`config.mk`:
```
export PLATFORM = sky130hd
export DESIGN_NAME = simd_pass_sequencer
export DESIGN_NICKNAME = d
export VERILOG_FILES = /design/src/rtl/simd_pass_sequencer.sv
export SDC_FILE = /design/constraint.sdc
export NUM_CORES = 1
export LEC_CHECK = 0
export CORE_ASPECT_RATIO = 1.25
export CORE_MARGIN = 8
export CORE_UTILIZATION = 49
export DETAILED_ROUTE_END_ITERATION = 6
export PLACE_DENSITY = 0.86
export SYNTH_ARGS = -nofsm -noshare
export SYNTH_HDL_FRONTEND = slang
export SYNTH_SLANG_ARGS = --single-unit
export TNS_END_PERCENT = 1
```
`constraint.sdc`:
```
create_clock -name clk -period 3.7 [get_ports clk]
set_input_delay 0.74 -clock clk [delete_from_list [all_inputs] [get_ports clk]]
set_output_delay 0.74 -clock clk [all_outputs]
set_load 0.03 [all_outputs]
```
`src/rtl/simd_pass_sequencer.sv`:
```
// Issue sequencer for a 64-lane SIMD unit executed as four 16-lane passes:
// operand reads, ALU result strobes, optional scalar writeback, completion pulse.
module simd_pass_sequencer (
    input  logic       clk,
    input  logic       rst,
    input  logic       issue_valid,
    output logic       issue_ready,
    input  logic [5:0] issue_wfid,
    input  logic [2:0] issue_src_rd_en,
    input  logic       issue_vgpr_wr_en,
    input  logic       issue_vcc_wr_en,
    input  logic       issue_sgpr_wr_en,
    output logic [2:0] rf_rd_en,
    output logic [1:0] rf_rd_pass,
    output logic       alu_valid,
    output logic [1:0] alu_pass,
    output logic       vgpr_wr_en,
    output logic       scalar_wb_req,
    input  logic       scalar_wb_grant,
    output logic       vcc_wr_en,
    output logic       sgpr_wr_en,
    output logic       done,
    output logic [5:0] done_wfid
);

    localparam int unsigned WFID_W = 6;
    localparam int unsigned SRC_W  = 3;
    localparam int unsigned PASS_W = 2;
    localparam logic [PASS_W-1:0] LAST_PASS = PASS_W'(3);

    typedef enum logic [2:0] {
        IDLE,
        RUN,
        DRAIN,
        SCALAR_WB,
        DONE
    } state_t;

    state_t              state_q;
    state_t              state_d;
    logic [PASS_W-1:0]   pass_q;
    logic [PASS_W-1:0]   pass_d;
    logic                accept;
    logic [SRC_W-1:0]    src_q;
    logic [SRC_W-1:0]    src_d;
    logic [WFID_W-1:0]   wfid_q;
    logic                vgpr_q;
    logic                vcc_q;
    logic                sgpr_q;

    assign rf_rd_pass = pass_q;

    // Next state, pass counter and the grant-cycle scalar strobes
    always_comb begin
        state_d    = state_q;
        pass_d     = pass_q;
        accept     = 1'b0;
        src_d      = src_q;
        vcc_wr_en  = 1'b0;
        sgpr_wr_en = 1'b0;
        case (state_q)
            IDLE: begin
                if (issue_valid) begin
                    accept  = 1'b1;
                    src_d   = issue_src_rd_en;
                    pass_d  = '0;
                    state_d = RUN;
                end
            end
            RUN: begin
                pass_d = pass_q + PASS_W'(1);
                if (pass_q == LAST_PASS) begin
                    state_d = DRAIN;
                end
            end
            DRAIN: begin
                state_d = (vcc_q || sgpr_q) ? SCALAR_WB : DONE;
            end
            SCALAR_WB: begin
                if (scalar_wb_grant) begin
                    vcc_wr_en  = vcc_q;
                    sgpr_wr_en = sgpr_q;
                    state_d    = DONE;
                end
            end
            DONE: begin
                state_d = IDLE;
            end
            default: begin
                state_d = IDLE;
            end
        endcase
    end

    // State, latched instruction fields and registered strobes
    always_ff @(posedge clk) begin
        if (!rst) begin
            state_q       <= IDLE;
            pass_q        <= '0;
            src_q         <= '0;
            wfid_q        <= '0;
            vgpr_q        <= 1'b0;
            vcc_q         <= 1'b0;
            sgpr_q        <= 1'b0;
            issue_ready   <= 1'b1;
            rf_rd_en      <= '0;
            alu_valid     <= 1'b0;
            alu_pass      <= '0;
            vgpr_wr_en    <= 1'b0;
            scalar_wb_req <= 1'b0;
            done          <= 1'b0;
            done_wfid     <= '0;
        end else begin
            state_q <= state_d;
            pass_q  <= pass_d;
            if (accept) begin
                src_q  <= issue_src_rd_en;
                wfid_q <= issue_wfid;
                vgpr_q <= issue_vgpr_wr_en;
                vcc_q  <= issue_vcc_wr_en;
                sgpr_q <= issue_sgpr_wr_en;
            end
            issue_ready   <= (state_d == IDLE);
            rf_rd_en      <= (state_d == RUN) ? src_d : '0;
            // ALU result trails the operand read of the same pass by one cycle
            alu_valid     <= (state_q == RUN);
            alu_pass      <= (state_q == RUN) ? pass_q : '0;
            vgpr_wr_en    <= (state_q == RUN) && vgpr_q;
            scalar_wb_req <= (state_d == SCALAR_WB);
            done          <= (state_d == DONE);
            done_wfid     <= (state_d == DONE) ? wfid_q : '0;
        end
    end

endmodule

```
## Word-level counts from Yosys, hierarchy flattened

Cells that the tools add are included.

| storage, ports and cells | value |
|---|---|
| flip-flop bits (word level) | 33 |
| latch bits | 0 |
| memory bits (writable) | 0 |
| ROM bits | 0 |
| input port bits | 16 |
| output and inout port bits | 20 |
| word-level logic and storage cells | 48 |
| memories kept | 0 |

| operators by class | value |
|---|---|
| $add $sub $neg | 1 |
| multiply operators | 0 |
| div/mod/pow operators | 0 |
| magnitude comparators | 0 |
| equal/unequal tests | 8 |
| shifts and indexed selects | 0 |
| mux-type cells | 15 |
| bitwise logic cells | 0 |
| reduce and logical (&&, ||, !) cells | 9 |

Operators with widths:

| kind | number |
|---|---|
| two-way mux 3 bit | 6 |
| one-hot mux 3 bit (4 select lines) | 1 |
| equality test 3 x 2 -> 1 bit, second input constant | 3 |
| AND reduction 2 bit | 4 |
| equality test 3 x 1 -> 1 bit, second input constant | 2 |
| logical NOT 3 bit | 2 |
| two-way mux 1 bit | 6 |
| one-hot mux 2 bit (2 select lines) | 1 |
| equality test 3 bit, second input constant | 1 |
| adder 2 x 1 -> 2 bit, second input constant | 1 |
| equality test 2 bit, second input constant | 1 |
| two-way mux 2 bit | 1 |
| inequality test 2 bit, second input constant | 1 |
| nonzero test 2 bit | 1 |
| logical AND 1 bit | 1 |
| logical OR 1 bit | 1 |

## Logic depth before layout (Yosys ltp)

| logic depth | value |
|---|---|
| word-level depth | 5 |
| mapped depth | 5 |
| depth with buffers taken out | 4 |

## Worst setup path after synthesis

OpenSTA, ideal clock, no wires.

| path | value |
|---|---|
| kind | input-to-output |
| start | in scalar_wb_grant |
| end | out sgpr_wr_en |
| arrival time | 1589 ps |
| required time | 2960 ps |
| setup slack | 1371 ps |
| stages on the path | 2 |
| path buffers | 0 |
| path through | nand3_1 > nor3b_1 |

| between the ends | value |
|---|---|
| cells in the longest elaborated chain, start to end | 2 |

Ends and longest elaborated chain:

| what | line | RTL |
|---|---|---|
| start: declaration | 19 | `input logic scalar_wb_grant,` |
| two-way mux 1 bit | 80 | `if (scalar_wb_grant) begin` |
| two-way mux 1 bit | 61 | `case (state_q)` |
| end: declaration | 21 | `output logic sgpr_wr_en,` |

No other way between the ends.

## Worst setup path after layout

| path | value |
|---|---|
| start | in scalar_wb_grant |
| end | out vcc_wr_en |

| between the ends | value |
|---|---|
| cells in the longest elaborated chain, start to end | 2 |

Ends and longest elaborated chain:

| what | line | RTL |
|---|---|---|
| two-way mux 1 bit | 80 |  |
| two-way mux 1 bit | 61 |  |
| end: declaration | 20 | `output logic vcc_wr_en,` |

No other way between the ends.

==> results.ini <==
[run_status]
status = finished, final reports clean

[routing]
top_layer_used = met4
routed_wl_mm = 2.48
wl_per_cell_um = 13.4
wl_met3_um = 179
ant_nets = 0
drt-initial-drc-count = 16
drc = 0
vias = 923
wl_met1_um = 914
viasPerCell = 4.99
firstDrtPassIters = 4
routed-wl-met2_mm = 1.35

[synth]
seq_area_frac_synth = 0.546
yosysTopAreaCellShare = 0.546
ys_ff_latch = 33
syn_inst = 115
ys.flop_type = dfxtp_1
synth-edff-count = 0
synth_commonest_cells = dfxtp_1 (33), nand2_1 (22), a21boi_1 (9), and2_1 (9)
syn-num-nets = 132
ys_async_sr_fraction = 0
yosys.area.top_type = dfxtp_1
synth_area_mm2 = 0.00121
postSynthAreaPerCell_um2 = 10.5
yosysMostFrequentCell = dfxtp_1
yosysWarnings = 0
yosys-top-cells-area = dfxtp_1 (55%), nand2_1 (6.8%), a21boi_1 (5.6%)
synth_cell_type_count = 28

[cts]
numClockSinks = 33
ctsHoldBuffers = 0
post-cts-setup-buffers = 0
path_clk_slew_ns = 0.09
insertion_delay_ns = 0.32
cts_buffers = 5
cts_root_buf = clkbuf_4
post_cts_resized = 0
h-tree-depth = 2
cts_tree = built
cts_buffer_depth = 2

[finish]
insertedDiodeCount = 0
drive_gt1_frac = 0.0987
syn_to_final_growth_pct = 33.7
final_net_count = 168

[setup_path]
r2r_start = state_q[0]
cp_max_fo = 3
start_kind = input port
required_ns = 2.96
r2r_cells = 3
cpMostUsedCell = clkdlybuf4s50_1
arrival_ns = 2.35
timing.rr.end = src_q[0]
slowest_stage = clkdlybuf4s50_1
crit_chain = clkdlybuf4s50_1 -> nand3_1 -> nor3b_1 -> clkdlybuf4s50_1
crit_type = input port to primary output
regToRegSetupSlack_ns = 2.03
end_kind = primary output
cpPeakStageDelay_ns = 0.72

[min_path]
holdPathStages = 2
min-delay-start = wfid_q[4]
hold_end = wfid_q[4]
worstHoldPathType = register to register

[floorplanning]
initial_utilization = 0.504
placeableCoreArea_mm2 = 0.00240
die_y_um = 71.6
rows = 20
dieWidth_um = 60.4
die-area_mm2 = 0.00433
io-pin-count = 36

[grt]
grt_max_degree = 18
overflow = 0
grt_pass1_vias = 924
grt_use_total = 0.127
antenna_found_initial = 0
grt_pass1_wl_mm = 4.05

[sta]
slew_violations = 0
timing.final.crit_share = 0.834
hold-worst-slack_ns = 0.458
hold_viol = 0
worst_pin_slew_ns = 0.715
fin_skew_ns = 0.00672
setup_viol = 0
rsz0062_at_grt = no
relSlewSlack = 0.521
fmax_mhz = 324
setup_tns_ns = 0
setup_slack_ns = 0.614
period_minus_slack_ns = 3.09

[pwr]
power_per_cell_area_mw_per_mm2 = 418
ir_drop_mv = 0.316
p_leak_nw = 0.616

[placed_design]
routabilityCongestion = 0.819
dp_hpwl_mm = 1.80
place_ws_ns = 0.682
io_buffers = 35

[flow_run]
cap_violations = 0

==> power breakdown <==
group | switching [mW] | internal (mW)
Clock | 0.114 | 0.110
Combinational | 0.0360 | 0.0390
Sequential | 0.00846 | 0.368
Total | 0.159 | 0.517
==> layout by cell type (no fill, tap or decap), types with 3 or more instances in the layout <==
| master | synthesis | final |
|---|---|---|
| clkdlybuf4s50_1 | 0 | 35 |
| dfxtp_1 | 33 | 33 |
| nand2_1 | 22 | 22 |
| and2_1 | 9 | 9 |
| a21boi_1 | 9 | 9 |
| clkbuf_4 | 0 | 5 |
| nor2b_1 | 4 | 4 |
| nand3b_1 | 3 | 3 |
| a21oi_1 | 3 | 3 |
| nor2_1 | 3 | 3 |
| mux2i_1 | 3 | 3 |
==> worst max-delay path: cells and delay by family <==
family | cells | cell delay (ns)
buffers and inverters | 2 | 1.21
and+or+nand+nor | 2 | 0.39
==> kinds of logic after synthesis <==
logic type	after synthesis	share of synthesized area
muxes	3	0.0248
buffers and inverters	6	0.0445
adders and majority gates	1	0.0103
and+or+nand+nor	54	0.262
AOI/OAI and AO/OA	18	0.113
DFF	33	0.546
==> flip-flops by register name, summed over array words and instances, names as in the netlist, 2 cells and up <==
signal and count:
rf_rd_en 3, src_q 3, state_q 3, wfid_q 6
done_wfid 6, alu_pass 2, rf_rd_pass 2
==> how the worst max path moves through the flow <==
stage | to | cells past startpoint | start | slack [ns]
4_1_cts | vcc_wr_en | 4 | scalar_wb_grant | 0.60
5_1_grt | vcc_wr_en | 4 | scalar_wb_grant | 0.55
6_report | vcc_wr_en | 4 | scalar_wb_grant | 0.61
2_1_floorplan | sgpr_wr_en | 2 | scalar_wb_grant | 1.37
3_3_place_gp | sgpr_wr_en | 4 | scalar_wb_grant | 0.70
3_5_place_dp | sgpr_wr_en | 4 | scalar_wb_grant | 0.68
==> per-stage QoR <==
stage               instance area (µm²)  cells  utilization  total power [mW]
finish                             1620    185        0.673             0.676
global route                       1620    185        0.673             0.706
CTS                                1620    185        0.673             0.682
detailed placement                 1550    177        0.644             0.460
global placement                   1550    177        0.644             0.457
floorplan                          1210    115            -             0.430
==> routing by layer <==
metal,GRT usage,vias to the layer above
met5,0,-
met4,0.0468,0
met3,0.0717,5
met2,0.229,32
met1,0.111,427
li1,-,459
==> final cells by class <==
| cell class | count | area, µm² |
|---|---|---|
| clock buffers | 7 | 65.1 |
| clock inverters | 1 | 5.00 |
| fillers | 200 | 785 |
| multi-input cells | 76 | 495 |
| flip-flops and latches | 33 | 661 |
| well taps | 33 | 41.3 |
| repair buffers | 35 | 350 |
(Power assumes the default switching activity.)
